### config.mk
export PLATFORM = sky130hd
export DESIGN_NAME = prince_inv_affine_serial
export DESIGN_NICKNAME = d
export VERILOG_FILES = /design/src/rtl/prince_inv_affine_serial.sv
export SDC_FILE = /design/constraint.sdc
export NUM_CORES = 1
export LEC_CHECK = 0
export ABC_AREA = 0
export CORE_UTILIZATION = 37
export CTS_CLUSTER_SIZE = 10
export DETAILED_ROUTE_END_ITERATION = 16
export HOLD_SLACK_MARGIN = 0.06
export PLACE_DENSITY = 0.71
export SYNTH_ARGS = -nofsm -noshare
export SYNTH_HDL_FRONTEND = slang
export SYNTH_SLANG_ARGS = --single-unit
### constraint.sdc
create_clock -name clk -period 7.1 [get_ports clk]
set_input_delay 1.775 -clock clk [delete_from_list [all_inputs] [get_ports clk]]
set_output_delay 1.775 -clock clk [all_outputs]
set_load 0.01 [all_outputs]
### src/rtl/prince_inv_affine_serial.sv
// prince_inv_affine_serial
// Nibble-serial inverse affine layer for a three-share masked PRINCE state.
// Each share sits in its own shift register. On every RUN cycle the lowest
// nibble is passed through the linear map L, which is followed by XOR 4'hA
// on share 1 only, and is then reinserted at the top. After NIBBLES cycles
// every nibble is back in its original position.
//
// Ports:
//   clk        rising-edge clock
//   rst        asynchronous active-high reset
//   start      load x1..x3 and begin (accepted in IDLE or DONE)
//   x1,x2,x3   input shares, 4*NIBBLES bits each
//   y1,y2,y3   output shares, driven straight from the share registers
//   busy       high while in RUN
//   done       one-cycle pulse when y1..y3 hold a complete result
module prince_inv_affine_serial #(
  parameter int NIBBLES = 16
) (
  input  logic                 clk,
  input  logic                 rst,
  input  logic                 start,
  input  logic [4*NIBBLES-1:0] x1,
  input  logic [4*NIBBLES-1:0] x2,
  input  logic [4*NIBBLES-1:0] x3,
  output logic [4*NIBBLES-1:0] y1,
  output logic [4*NIBBLES-1:0] y2,
  output logic [4*NIBBLES-1:0] y3,
  output logic                 busy,
  output logic                 done
);

  localparam int W  = 4 * NIBBLES;
  localparam int CW = (NIBBLES > 1) ? $clog2(NIBBLES) : 1;

  typedef enum logic [1:0] {S_IDLE, S_RUN, S_DONE} state_t;

  state_t          r_state, w_next;
  logic [CW-1:0]   r_cnt;
  logic [W-1:0]    r_s1, r_s2, r_s3;
  logic            r_busy, r_done;
  logic            w_load, w_last;

  function automatic logic [3:0] lmap(input logic [3:0] x);
    return {x[0], x[3] ^ x[0], x[2] ^ x[3], x[1] ^ x[2]};
  endfunction

  // Shift right by one nibble and insert the mapped nibble at the top.
  // Written as a shift/OR so that it also holds for NIBBLES == 1.
  function automatic logic [W-1:0] step(input logic [W-1:0] s, input logic [3:0] k);
    return (s >> 4) | (W'(lmap(s[3:0]) ^ k) << (W - 4));
  endfunction

  assign w_load = start && (r_state != S_RUN);
  assign w_last = (r_cnt == CW'(NIBBLES - 1));

  always_comb begin
    w_next = r_state;
    case (r_state)
      S_IDLE:  if (start) w_next = S_RUN;
      S_RUN:   if (w_last) w_next = S_DONE;
      S_DONE:  w_next = start ? S_RUN : S_IDLE;
      default: w_next = S_IDLE;
    endcase
  end

  always_ff @(posedge clk or posedge rst) begin
    if (rst) begin
      r_state <= S_IDLE;
      r_busy  <= 1'b0;
      r_done  <= 1'b0;
    end else begin
      r_state <= w_next;
      r_busy  <= (w_next == S_RUN);
      r_done  <= (w_next == S_DONE);
    end
  end

  always_ff @(posedge clk or posedge rst) begin
    if (rst) begin
      r_cnt <= '0;
    end else if (w_load) begin
      r_cnt <= '0;
    end else if (r_state == S_RUN) begin
      r_cnt <= w_last ? '0 : r_cnt + 1'b1;
    end
  end

  // Each share has its own register and update path; no share's bits mix with another's.
  always_ff @(posedge clk or posedge rst) begin
    if (rst) begin
      r_s1 <= '0;
      r_s2 <= '0;
      r_s3 <= '0;
    end else if (w_load) begin
      r_s1 <= x1;
      r_s2 <= x2;
      r_s3 <= x3;
    end else if (r_state == S_RUN) begin
      r_s1 <= step(r_s1, 4'hA);
      r_s2 <= step(r_s2, 4'h0);
      r_s3 <= step(r_s3, 4'h0);
    end
  end

  assign y1   = r_s1;
  assign y2   = r_s2;
  assign y3   = r_s3;
  assign busy = r_busy;
  assign done = r_done;

endmodule

* After elaboration in Yosys (flattened, before gate mapping)
Cells that the tools add are included.
** Cells by class
- Reductions and logical operators :: 3
- Multiplexer cells :: 13
- Equal/unequal tests :: 6
- Add/subtract/negate cells :: 1
- Bitwise operators :: 13
** Operator list (count)
- two-way mux 64 bit :: 6
- OR 60 x 64 -> 64 bit :: 3
- two-way mux 4 bit :: 3
- XOR 1 bit :: 9
- one-hot mux 2 bit (3 select lines) :: 1
- adder 4 x 1 -> 4 bit, second input constant :: 1
- equality test 2 x 1 -> 1 bit, second input constant :: 2
- equality test 2 bit, second input constant :: 2
- equality test 4 bit, second input constant :: 1
- two-way mux 2 bit :: 2
- logical NOT 2 bit :: 1
- inequality test 2 x 1 -> 1 bit, second input constant :: 1
- inverter 2 bit :: 1
- nonzero test 2 bit :: 1
- logical AND 1 bit :: 1
- two-way mux 1 bit :: 1
** Storage, ports and cells
- Word-level logic and storage cells :: 43
- Input bits :: 195
- Bits in registers :: 200

* Depth between registers and ports, before layout
Gate-level depths: netlist (run 1).
- Depth in word-level cells :: 5
- Gate-level depth with buffers :: 6

* Worst setup path before layout (run 1)
No wires, ideal clock.
- Kind :: input port to flip-flop
- Start :: in start
- End :: reg r_s1[10] (netlist: y1[10])
- Setup slack :: 4.473 ns
- Data required time :: 6.967 ns
- Arrival :: 2.494 ns
- Stages :: 5
- Cell sequence :: buf_2 -> buf_4 -> buf_6 -> mux2i_1 -> o21ai_0
** Between the ends
- Longest elaborated chain between the ends :: 2
- Elaborated cells on any way between the ends :: 3
- Classes of those cells :: 1 x mux; 2 x reduce/logical
** Ends and longest elaborated chain
- start: declaration :: line 21 : input logic start,
- logical AND 1 bit * :: line 53 : assign w_load = start && (r_state != S_RUN);
- two-way mux 64 bit or nonzero test 2 bit (tied branches)
- end signal: assignment :: line 99 : r_s1 <= step(r_s1, 4'hA);
- end: declaration :: line 39 : logic [W-1:0] r_s1, r_s2, r_s3;
Every way passes the cells marked *; elsewhere a longest branch is shown, timed or not.
A chain may end at the register's enable or synchronous reset.

* Worst setup path after layout (run 1)
- Start :: reg r_s2[0] (netlist: y2[0])
- End :: out y2[0]
** RTL lines
- start: declaration :: line 39
- start signal: assignment :: line 100 : r_s2 <= step(r_s2, 4'h0);
- end: declaration :: line 26 : output logic [4*NIBBLES-1:0] y2,
No word-level cell between the ends.

==> impl_summary.log, run 1 <==
INFO  metric finalWirelength = between 20000 and 30000 um
INFO  metric yosys.cell_types.count = 23
INFO  metric cts_num_sinks = 200
INFO  metric critical_path.n_buffers_inverters = 1
INFO  metric gr-total-overflow = 0
INFO  metric clock_tree.root_cell = sky130_fd_sc_hd__clkbuf_16
INFO  metric synth_sequential_area_ratio = 54.10%
INFO  metric layout-drive-gt1-share = ~3.3%
INFO  metric floorplan.core_area = 24390 sq um
INFO  metric maximum_clock_frequency = roughly 300 MHz
INFO  metric final-setup-viol-count = 0
INFO  metric clkSlewWorstSetupHoldPaths = around 0.080 ns
INFO  metric detailroute.via_count = about 7600
INFO  metric rows = 57
INFO  metric antennaDiodeCount = 0
INFO  metric max-clock-path-buffers = 2
INFO  metric avgSynthCellArea = 10.57 sq um
INFO  metric finalMaxSlewViolations = 0
INFO  metric crit_path_top_delay_cell = sky130_fd_sc_hd__clkdlybuf4s50_1
INFO  metric grt.total_usage = a little over a fifth
INFO  metric fp.dieH = ~160 um
INFO  metric cts_hold_buffers = 0
INFO  metric synth_top_cell_area_share = around 54%
INFO  metric leakage = roughly 6.3 nW
INFO  metric global_route_wire_length_before_repair = ~43000 um
INFO  metric drt_drc_violations_left = 0
INFO  metric fin_setup_tns = 0 ns
INFO  metric power.density_cell_area = between 400 and 500 nW/um^2
INFO  metric postRouteAntennaNets = 0
INFO  metric share_comb_of_total_power = between 40% and 50%
INFO  metric hpwl = around 19000 um
INFO  metric count_of_buffers_added_by_post_cts_timing_repair_for_setup = 0
INFO  metric final.period_utilization = 47.38%
INFO  metric cp-start-kind = flop
INFO  metric critical_path_peak_fanout = 4
INFO  metric worst_supply_voltage_drop_on_vdd = a little over 200 uV
INFO  metric unrepaired_setup_endpoints_after_global_routing = no
INFO  metric hold_viol_final = 0
INFO  metric synth_top_cell_by_area = sky130_fd_sc_hd__dfrtp_1
INFO  metric cts_tree = done
INFO  metric req_time_crit_path = 5.33 ns
INFO  metric critPathCaptureType = primary output
INFO  metric max_slew.worst_pin.slew = between 1 and 1.5 ns
INFO  metric die_x = 160.1 um
INFO  metric proportion_of_total_power_due_to_net_switching = 37.64%
INFO  metric gpl.final_weighted_congestion = roughly 0.84
INFO  metric top_cell_family_by_delay_on_the_critical_path = buffers and inverters
INFO  metric yosysWarnings = 0
INFO  metric status = finished, final reports clean
INFO  metric place.port_buffers = roughly 390
INFO  metric wl_per_cell = 17.41 um
INFO  metric firstDrtPassIters = 4
INFO  metric design_power_total = about 0.0056 W
INFO  metric post_dp_cell_area = roughly 13000 sq um
INFO  metric worstSkewPairLatency = around 0.43 ns
INFO  metric p_int = around 0.0035 W
INFO  metric fin_worst_skew = 0.008910 ns
INFO  metric design_area = 13780 sq um
INFO  metric via_per_inst = approximately 4.9
INFO  metric initial_cell_density_of_the_core = 37.93%
INFO  metric io-pin-count = 389
INFO  metric synth.net_count = 1071
INFO  metric regToRegSetupSlack = 4.37 ns
INFO  metric slew_headroom = between 20% and 30%
INFO  metric first_global_vias = around 7500
INFO  metric clockPowerShare = 16.8%
INFO  metric post_cts.resized_instances = 0
INFO  metric netlist_top_cells_area = sky130_fd_sc_hd__dfrtp_1 (54%), sky130_fd_sc_hd__mux2i_1 (21%), sky130_fd_sc_hd__o21ai_0 (11%)
INFO  metric flip_flop_and_latch_count_after_synthesis = 200
INFO  metric grt_max_degree = 207
INFO  metric number_of_antenna_violations_at_the_first_check_in_global_routing = 0
INFO  metric postSynthCellCount = between 800 and 900
INFO  metric fp.dieArea = between 20000 and 30000 sq um
INFO  metric cp_slowest_stage_delay = 0.65 ns
INFO  metric critical_path_class = reg2out
INFO  metric timing.max_cap.violations = 0
INFO  metric p_sw = between 0.002 and 0.0025 W
INFO  metric cts_htree_levels = 4
INFO  metric period_minus_slack = 3.364 ns
INFO  metric fin_nets = roughly 1400
INFO  metric seqPwrFrac = between 30% and 40%
INFO  metric crit_chain = clkdlybuf4s50_1
INFO  metric critical_path_arrival = roughly 1.6 ns
INFO  metric drt_first_iter_violations = about 500
INFO  metric mappedNetlistArea = ~9300 sq um
INFO  metric cts_buffers = 17
INFO  metric min-delay-path-class = reg2reg
INFO  metric layout_area_growth_over_synthesis = 48.97%
cell usage after synthesis (all sizes together):
| master | instances |
|---|---|
| or3 | 1 |
| xor2 | 8 |
| nand3 | 3 |
| clkbuf | 18 |
| nand2b | 1 |
| ha | 1 |
| dfrtp | 200 |
| buf | 47 |
| a21oi | 2 |
| xnor2 | 1 |
| nor2 | 2 |
| mux2 | 1 |
| nor2b | 2 |
| nand2 | 195 |
| mux2i | 192 |
| nor3b | 1 |
| inv | 2 |
| a211oi | 1 |
| o21ai | 197 |
metal layers:
layer / global-route usage, % / wire length, um / vias to the layer above
li1: - / - / 3714
met1: 27.26 / 11790 / 3616
met2: 35.06 / 13110 / 264
met3: 5.455 / 1692 / 33
met4: 6.494 / 537 / 0
met5: 0 / 0 / -
power by group through the flow:
stage | clock network, W | registers, W | logic [W]
CTS | 0.000967 | 0.00218 | 0.00252
detailed placement | 0 | 0.00218 | 0.00251
global placement | 0 | 0.00218 | 0.00246
finish | 0.000938 | 0.00217 | 0.00248
global route | 0.00101 | 0.00224 | 0.00273
floorplan | 0 | 0.00230 | 0.000922
cell usage in the layout (no fill, tap or decap):
cell type | Yosys | routed
sky130_fd_sc_hd__a211oi_1 | 1 | 1
sky130_fd_sc_hd__a21oi_1 | 2 | 2
sky130_fd_sc_hd__buf_12 | 0 | 3
sky130_fd_sc_hd__buf_4 | 9 | 3
sky130_fd_sc_hd__buf_8 | 0 | 1
sky130_fd_sc_hd__clkbuf_16 | 0 | 17
sky130_fd_sc_hd__clkbuf_8 | 0 | 1
sky130_fd_sc_hd__clkdlybuf4s50_1 | 0 | 387
sky130_fd_sc_hd__clkinv_4 | 0 | 6
sky130_fd_sc_hd__clkinvlp_4 | 0 | 2
sky130_fd_sc_hd__dfrtp_1 | 200 | 200
sky130_fd_sc_hd__ha_1 | 1 | 1
sky130_fd_sc_hd__inv_1 | 2 | 1
sky130_fd_sc_hd__inv_6 | 0 | 2
sky130_fd_sc_hd__inv_8 | 0 | 3
sky130_fd_sc_hd__mux2_4 | 1 | 1
sky130_fd_sc_hd__mux2i_1 | 191 | 191
sky130_fd_sc_hd__mux2i_4 | 1 | 1
sky130_fd_sc_hd__nand2_1 | 195 | 195
sky130_fd_sc_hd__nand2b_1 | 1 | 1
sky130_fd_sc_hd__nand3_1 | 3 | 3
sky130_fd_sc_hd__nor2_1 | 2 | 2
sky130_fd_sc_hd__nor2b_1 | 1 | 1
sky130_fd_sc_hd__nor2b_4 | 1 | 1
sky130_fd_sc_hd__nor3b_1 | 1 | 1
sky130_fd_sc_hd__o21ai_0 | 197 | 197
sky130_fd_sc_hd__or3_1 | 1 | 1
sky130_fd_sc_hd__xnor2_1 | 1 | 1
sky130_fd_sc_hd__xor2_1 | 8 | 8
final timing paths:
path,start,end,cells past startpoint
hold / removal,y3[5]$_DFFE_PP0P_,y3[1]$_DFFE_PP0P_,2
min in group asynchronous,rst,y1[50]$_DFFE_PP0P_,2
max in group asynchronous,rst,y2[60]$_DFFE_PP0P_,3
setup / recovery,y2[0]$_DFFE_PP0P_,y2[0],1
hold reg to reg,y3[5]$_DFFE_PP0P_,y3[1]$_DFFE_PP0P_,2
setup reg to reg,r_state[0]$_DFF_PP0_,y1[26]$_DFFE_PP0P_,3
flip-flops by register name, indices dropped and copies added (netlist names):
signal	cells
r_cnt	4
r_state	2
y1	64
y2	64
done	1
busy	1
y3	64
final cells by class:
class / instances / area [sq um]
Clock buffer: 18 / 439.2
Tap cell: 324 / 405.4
Multi-Input combinational cell: 608 / 3839
Sequential cell: 200 / 5005
Timing Repair Buffer: 394 / 3971
Fill cell: 2172 / 10610
Inverter: 2 / 11.26
Clock inverter: 12 / 111.4
metrics by stage:
step / setup slack, ns / util [%] / instances / hold slack [ns]
floorplan: 2.737 / - / 875 / 0.4647
global placement: 3.341 / 54.25 / 1528 / 0.4853
detailed placement: 3.329 / 54.25 / 1528 / 0.4903
CTS: 3.683 / 56.50 / 1558 / 0.5083
global route: 3.689 / 56.50 / 1558 / 0.5370
finish: 3.736 / 56.50 / 1558 / 0.5032
cell families (layout without fill, tap and decap cells):
| group | count (synthesis) | after routing | synth area share [%] |
|---|---|---|---|
| AO/OA/AOI/OAI | 200 | 200 | 10.85 |
| XOR/XNOR | 9 | 9 | 0.8521 |
| adder cells (fa/ha/maj) | 1 | 1 | 0.1352 |
| buffers and inverters | 67 | 426 | 4.409 |
| flip-flops | 200 | 200 | 54.10 |
| multiplexers | 193 | 193 | 21.07 |
| AND/OR/NAND/NOR | 205 | 205 | 8.588 |
Power figures use the tool's default switching activity.
==> run 2, diff against run 1 <==
Settings changed: PLACE_DENSITY 0.71 to 0.68.
Clock period 7.1 ns to 3.1 ns, I/O delays scaled along.
==> run 2 against run 1 <==
  * Wire length is 3.6% higher
  * Core utilization grew 0.62 points
  * Clock power up 130%
  * Global-route usage grew 0.86 points
  * Via count grew 0.39%
  * Final area grew 1.1%
  * Critical path depth did not move
  * Die area unchanged
  * Cell count increased by 0.77%
  * Flip-flop and latch count is the same
  * Largest cell class unchanged
==> impl_summary.log, run 2 (synthesis results as in run 1) <==
INFO  metric final_cell_mix = sky130_fd_sc_hd__clkdlybuf4s50_1 (387), sky130_fd_sc_hd__dfrtp_1 (200), sky130_fd_sc_hd__o21ai_0 (197) (unchanged)
INFO  metric cp_slowest_stage_delay = 0.62 ns (was 0.65 ns)
INFO  metric grt_max_degree = 160 (was 207)
INFO  metric unrepaired_setup_endpoints_after_global_routing = no (unchanged)
INFO  metric antennaDiodeCount = 0 (unchanged)
INFO  metric number_of_antenna_violations_at_the_first_check_in_global_routing = 1 (was 0)
INFO  metric global_route_wire_length_before_repair = 44030 um (was 42690 um)
INFO  metric finalMaxSlewViolations = 0 (unchanged)
INFO  metric fin_nets = 1429 (was 1419)
INFO  metric via_per_inst = 4.877 (was 4.895)
INFO  metric fin_worst_skew = 0.01692 ns (was 0.008910 ns)
INFO  metric max_slew.worst_pin.slew = 0.5979 ns (was 1.095 ns)
INFO  metric power.density_cell_area = 927.4 nW/um^2 (was 405.6 nW/um^2)
INFO  metric maximum_clock_frequency = roughly 430 MHz
INFO  metric slew_headroom = 60.14% (was 27.03%)
INFO  metric critical_path_peak_fanout = 4 (unchanged)
INFO  metric min-delay-path-class = reg2reg (unchanged)
INFO  metric floorplan.core_area = 24390 sq um (unchanged)
INFO  metric worst_supply_voltage_drop_on_vdd = 409.0 uV (was 204.7 uV)
INFO  metric cts_tree = done (unchanged)
INFO  metric final.period_utilization = 74.42%
INFO  metric drt_first_iter_violations = 384 (was 507)
INFO  metric final-setup-viol-count = 0 (unchanged)
INFO  metric max-clock-path-buffers = 2 (unchanged)
INFO  metric critical_path.n_buffers_inverters = 1 (unchanged)
INFO  metric post_cts.resized_instances = 0 (unchanged)
INFO  metric grt.total_usage = 22.08% (was 21.22%)
INFO  metric period_minus_slack = around 2.3 ns
INFO  metric place.port_buffers = 388 (unchanged)
INFO  metric gpl.final_weighted_congestion = 0.8512 (was 0.8374)
INFO  metric drt_drc_violations_left = 0 (unchanged)
INFO  metric amount_of_wire_on_met3_after_detailed_routing = 2079 um (was 1692 um)
INFO  metric clock_tree.root_cell = sky130_fd_sc_hd__clkbuf_16 (unchanged)
INFO  metric cts_hold_buffers = 0 (unchanged)
INFO  metric cp-start-kind = flop (unchanged)
INFO  metric crit_chain = clkdlybuf4s50_1 (unchanged)
INFO  metric gr-total-overflow = 0 (unchanged)
INFO  metric wl_met2 = 13710 um (was 13110 um)
INFO  metric layout.cells.most_common = sky130_fd_sc_hd__clkdlybuf4s50_1 (unchanged)
INFO  metric top_cell_family_by_delay_on_the_critical_path = buffers and inverters (unchanged)
INFO  metric clkSlewWorstSetupHoldPaths = 0.08 ns (about the same)
INFO  metric critPathCaptureType = primary output (unchanged)
INFO  metric status = finished, final reports clean (unchanged)
INFO  metric crit_path_top_delay_cell = sky130_fd_sc_hd__clkdlybuf4s50_1 (unchanged)
INFO  metric numPlacedInstances = 1538 (was 1528)
INFO  metric layout-drive-gt1-share = 4.093% (was 3.323%)
INFO  metric design_power_total = 0.01292 W (was 0.005590 W)
INFO  metric cts_num_sinks = 200 (unchanged)
INFO  metric io-pin-count = 389 (unchanged)
INFO  metric layoutNonFillerInstCount = 1570 (was 1558)
INFO  metric setup_ws = 0.7930 ns (was 3.736 ns)
INFO  metric initial_cell_density_of_the_core = 37.93% (unchanged)
INFO  metric highest_layer = met5 (was met4)
INFO  metric cts_htree_levels = 4 (unchanged)
INFO  metric critical_path_arrival = 1.53 ns (was 1.59 ns)
INFO  metric hold-worst-slack = 0.5035 ns (was 0.5032 ns)
INFO  metric count_of_buffers_added_by_post_cts_timing_repair_for_setup = 0 (unchanged)
INFO  metric leakage = 6.336 nW (was 6.256 nW)
INFO  metric detailroute.via_count = 7657 (was 7627)
INFO  metric wl_per_cell = 17.90 um (was 17.41 um)
INFO  metric first_global_vias = 7658 (was 7528)
INFO  metric critical_path_class = reg2out (unchanged)
INFO  metric die_x = 160.1 um (unchanged)
INFO  metric fp.dieH = 160.1 um (unchanged)
INFO  metric worstSkewPairLatency = 0.44 ns (was 0.43 ns)
INFO  metric finalWirelength = 28110 um (was 27130 um)
INFO  metric timing.max_cap.violations = 0 (unchanged)
INFO  metric cts_buffers = 17 (unchanged)
INFO  metric wirelength_met1 = 11740 um (was 11790 um)
INFO  metric hold_viol_final = 0 (unchanged)
INFO  metric rows = 57 (unchanged)
INFO  metric pre_cts_ws = 0.9432 ns (was 3.329 ns)
INFO  metric firstDrtPassIters = 4 (unchanged)
INFO  metric layout_area_growth_over_synthesis = 50.59% (was 48.97%)
INFO  metric fin_setup_tns = 0 ns (unchanged)
INFO  metric postRouteAntennaNets = 0 (unchanged)
INFO  metric fill_cells = 2198 (was 2172)
INFO  metric req_time_crit_path = 2.32 ns (was 5.33 ns)
INFO  metric fp.dieArea = 25640 sq um (unchanged)
INFO  metric hpwl = 20330 um (was 19120 um)
run 2: changes by cell type in the layout (fill, tap and decap cells not counted), sizes merged:
cell      delta
clkinvlp     -1
clkbuf       +1
inv          +5
clkinv       -3
buf         +10
run 2: path summary, 6_finish.rpt:
kind / depth (start not counted) / to / slack, ns / from
worst max-delay path: 1 / y1[3] / 0.79 / y1[3]$_DFFE_PP0P_
worst min-delay path: 2 / y2[58]$_DFFE_PP0P_ / 0.50 / y2[62]$_DFFE_PP0P_
worst max register to register: 4 / y2[45]$_DFFE_PP0P_ / 1.50 / r_state[0]$_DFF_PP0_
worst min register to register: 2 / y2[58]$_DFFE_PP0P_ / 0.50 / y2[62]$_DFFE_PP0P_
max in group asynchronous: 3 / y2[2]$_DFFE_PP0P_ / 1.67 / rst
min in group asynchronous: 2 / y3[9]$_DFFE_PP0P_ / 0.71 / rst
run 2: power by group:
group | leakage [nW] | switching [W] | internal, W
Clock | 0.278 | 0.00111 | 0.00108
Combinational | 3.57 | 0.00267 | 0.00310
Sequential | 2.49 | 0.00112 | 0.00385
Total | 6.34 | 0.00490 | 0.00802
run 2: worst reg2reg max path, delay by kind of cell, from the launching register on:
kind / cells / cell delay, ns
AO/OA/AOI/OAI: 1 / 0.12
buffers and inverters: 1 / 0.45
flip-flops: 1 / 0.38
AND/OR/NAND/NOR: 2 / 0.59
run 2: per-layer routing:
metal	global-route usage (%)	vias to the layer above
li1	-	3736
met1	27.52	3625
met2	36.96	262
met3	6.338	32
met4	6.797	2
met5	0	-
run 2: per-stage QoR:
stage                     util, %  instance area (sq um)
after floorplan                 -                   9255
after global placement      54.81                  13370
after detailed placement    54.81                  13370
after CTS                   57.12                  13930
after global routing        57.12                  13930
final                       57.12                  13930
run 2: layout make-up:
class | instances | area [sq um] | share of cell area (%)
Multi-Input combinational cell | 608 | 3839 | 27.55
Inverter | 2 | 11.26 | 0.08083
Sequential cell | 200 | 5005 | 35.92
Tap cell | 324 | 405.4 | 2.910
Timing Repair Buffer | 404 | 4109 | 29.49
Clock inverter | 13 | 130.1 | 0.9340
Clock buffer | 19 | 432.9 | 3.107
==> run 3, diff against run 2 <==
Clock period 3.1 ns to 2.2 ns, I/O delays scaled along.
==> run 3 against run 2 <==
  * Count of clock-buffer cells in the layout rose by 1
  * First-iteration DRC count up 26%
  * Sequential share of layout area shrank 0.18 points
  * Global-route usage fell by 0.099 points
  * Critical endpoint is now y2[0]
  * Largest power group unchanged
==> impl_summary.log, run 3 (synthesis results as in run 1) <==
INFO  metric status = finished, final reports clean (unchanged)
INFO  metric design_area = 14000 sq um (was 13930 sq um)
INFO  metric timing.max_cap.violations = 0 (unchanged)
INFO  metric critical_path_peak_fanout = 4 (unchanged)
INFO  metric final.period_utilization = between 90% and 100%
INFO  metric slew_headroom = 69.60% (was 60.14%)
INFO  metric place.port_buffers = 388 (unchanged)
INFO  metric worst_supply_voltage_drop_on_vdd = 599.1 uV (was 409.0 uV)
INFO  metric rows = 57 (unchanged)
INFO  metric post_cts.resized_instances = 0 (unchanged)
INFO  metric drt_drc_violations_left = 0 (unchanged)
INFO  metric final-setup-viol-count = 0 (unchanged)
INFO  metric max_slew.worst_pin.slew = 0.4559 ns (was 0.5979 ns)
INFO  metric drt_first_iter_violations = 482 (was 384)
INFO  metric layout-drive-gt1-share = 4.709% (was 4.093%)
INFO  metric worst_setup_path_startpoint = y2[0]$_DFFE_PP0P_ (was y1[3]$_DFFE_PP0P_)
INFO  metric cp_slowest_stage_delay = 0.64 ns (was 0.62 ns)
INFO  metric seqPwrFrac = 38.2% (was 38.4%)
INFO  metric layout_area_growth_over_synthesis = 51.35% (was 50.59%)
INFO  metric grt_max_degree = 121 (was 160)
INFO  metric pre_cts_ws = 0.5588 ns (was 0.9432 ns)
INFO  metric floorplan.core_area = 24390 sq um (unchanged)
INFO  metric r2r-end = y1[3]$_DFFE_PP0P_ (was y2[45]$_DFFE_PP0P_)
INFO  metric crit_path_top_delay_cell = sky130_fd_sc_hd__clkdlybuf4s50_1 (unchanged)
INFO  metric period_minus_slack = between 2 and 2.5 ns
INFO  metric share_comb_of_total_power = 45.0% (was 44.6%)
INFO  metric critical_path_class = reg2out (unchanged)
INFO  metric max-clock-path-buffers = 2 (unchanged)
INFO  metric req_time_crit_path = 1.65 ns (was 2.32 ns)
INFO  metric clock_tree.root_cell = sky130_fd_sc_hd__clkbuf_16 (unchanged)
INFO  metric count_of_buffers_added_by_post_cts_timing_repair_for_setup = 0 (unchanged)
INFO  metric io-pin-count = 389 (unchanged)
INFO  metric fin_worst_skew = 0.01088 ns (was 0.01692 ns)
INFO  metric fin_setup_tns = 0 ns (unchanged)
INFO  metric layout.cells.most_common = sky130_fd_sc_hd__clkdlybuf4s50_1 (unchanged)
INFO  metric grt.total_usage = 21.98% (was 22.08%)
INFO  metric initial_cell_density_of_the_core = 37.93% (unchanged)
INFO  metric global_route_wire_length_before_repair = 43920 um (was 44030 um)
INFO  metric finalMaxSlewViolations = 0 (unchanged)
INFO  metric top_cell_family_by_delay_on_the_critical_path = buffers and inverters (unchanged)
INFO  metric regToRegSetupSlack = 0.62 ns (was 1.50 ns)
INFO  metric post_dp_cell_area = 13430 sq um (was 13370 sq um)
INFO  metric die_x = 160.1 um (unchanged)
INFO  metric cts_num_sinks = 200 (unchanged)
INFO  metric antennaDiodeCount = 0 (unchanged)
INFO  metric leakage = 6.367 nW (was 6.336 nW)
INFO  metric cts_hold_buffers = 0 (unchanged)
INFO  metric first_global_vias = 7685 (was 7658)
INFO  metric min-delay-path-class = in2async (was reg2reg)
INFO  metric p_int = 0.01140 W (was 0.008019 W)
INFO  metric cp-start-kind = flop (unchanged)
INFO  metric worstSkewPairLatency = 0.43 ns (was 0.44 ns)
INFO  metric critical_path_arrival = 1.51 ns (was 1.53 ns)
INFO  metric wl_per_cell = 17.79 um (was 17.90 um)
INFO  metric detailroute.via_count = 7664 (was 7657)
INFO  metric fp.dieArea = 25640 sq um (unchanged)
INFO  metric postRouteAntennaNets = 0 (unchanged)
INFO  metric hold_viol_final = 0 (unchanged)
INFO  metric final_cell_mix = sky130_fd_sc_hd__clkdlybuf4s50_1 (387), sky130_fd_sc_hd__dfrtp_1 (200), sky130_fd_sc_hd__o21ai_0 (197) (unchanged)
INFO  metric critical_path.n_buffers_inverters = 1 (unchanged)
INFO  metric unrepaired_setup_endpoints_after_global_routing = no (unchanged)
INFO  metric fin_nets = 1436 (was 1429)
INFO  metric cts_buffers = 17 (unchanged)
INFO  metric finalWirelength = 28060 um (was 28110 um)
INFO  metric power.density_cell_area = 1303 nW/um^2 (was 927.4 nW/um^2)
INFO  metric proportion_of_total_power_due_to_net_switching = 37.54% (was 37.93%)
INFO  metric number_of_antenna_violations_at_the_first_check_in_global_routing = 0 (was 1)
INFO  metric p_sw = 0.006851 W (was 0.004901 W)
INFO  metric cts_htree_levels = 4 (unchanged)
INFO  metric crit_chain = clkdlybuf4s50_1 (unchanged)
INFO  metric timing.rr.start = r_state[0]$_DFF_PP0_ (unchanged)
INFO  metric critPathCaptureType = primary output (unchanged)
INFO  metric gpl.final_weighted_congestion = 0.8837 (was 0.8512)
INFO  metric via_per_inst = 4.860 (was 4.877)
INFO  metric firstDrtPassIters = 5 (was 4)
INFO  metric clkSlewWorstSetupHoldPaths = 0.08 ns (about the same)
INFO  metric worstRegToRegCells = 5 (was 4)
INFO  metric clockPowerShare = 16.8% (was 16.9%)
INFO  metric setup_ws = 0.1430 ns (was 0.7930 ns)
INFO  metric gr-total-overflow = 0 (unchanged)
INFO  metric fp.dieH = 160.1 um (unchanged)
INFO  metric fill_cells = 2148 (was 2198)
INFO  metric hpwl = 20760 um (was 20330 um)
INFO  metric cts_tree = done (unchanged)
INFO  metric maximum_clock_frequency = a little under 500 MHz
-- run 3: cell count changes in the layout (fill, tap and decap cells not counted) --
cell                         change
sky130_fd_sc_hd__buf_12          +1
sky130_fd_sc_hd__buf_4           +6
sky130_fd_sc_hd__clkbuf_1        -1
sky130_fd_sc_hd__clkbuf_8        +2
sky130_fd_sc_hd__clkinv_2        -1
sky130_fd_sc_hd__clkinv_4        +5
sky130_fd_sc_hd__clkinv_8        -2
sky130_fd_sc_hd__clkinvlp_4      +3
sky130_fd_sc_hd__inv_6           -8
sky130_fd_sc_hd__inv_8           +2
-- run 3: layout make-up --
class	instances	area [sq um]	area share [%]
flip-flops and latches	200	5005	35.74
clock buffers	20	456.7	3.262
clock inverters	12	111.4	0.7953
repair buffers	411	4174	29.81
multi-input cells	608	3839	27.41
well taps	324	405.4	2.895
inverters	2	11.26	0.08042
-- run 3: per-layer routing --
metal	part of all wire, %	wire length (um)	global-route usage [%]
met2	48	13550	36.21
met3	7.0	1977	6.857
met5	0	0	0
met1	43	12060	27.85
met4	1.7	472	5.931
-- run 3: metrics by stage --
step	hold slack, ns	cells	total power (W)	utilization [%]
2_1_floorplan	0.4647	875	0.01040	-
3_3_place_gp	0.4848	1545	0.01521	55.08
3_5_place_dp	0.4901	1545	0.01531	55.08
4_1_cts	0.4149	1577	0.01846	57.41
5_1_grt	0.4609	1577	0.01950	57.41
6_report	0.4332	1577	0.01825	57.41
-- run 3: power groups by stage --
stage | sequential [W] | combinational (W) | clock [W]
after floorplan | 0.00743 | 0.00297 | 0
after global placement | 0.00701 | 0.00819 | 0
after detailed placement | 0.00701 | 0.00830 | 0
after CTS | 0.00699 | 0.00832 | 0.00315
after global routing | 0.00723 | 0.00900 | 0.00327
final | 0.00697 | 0.00820 | 0.00307
-- run 3: worst max path at each step --
stage | depth (start not counted) | slack (ns) | endpoint
2_1_floorplan | 1 | -0.94 | busy$_DFF_PP0_
3_3_place_gp | 3 | 0.57 | y2[25]$_DFFE_PP0P_
3_5_place_dp | 3 | 0.56 | y2[25]$_DFFE_PP0P_
4_1_cts | 1 | 0.1 | y2[0]
5_1_grt | 1 | 0.09 | y2[0]
6_report | 1 | 0.14 | y2[0]
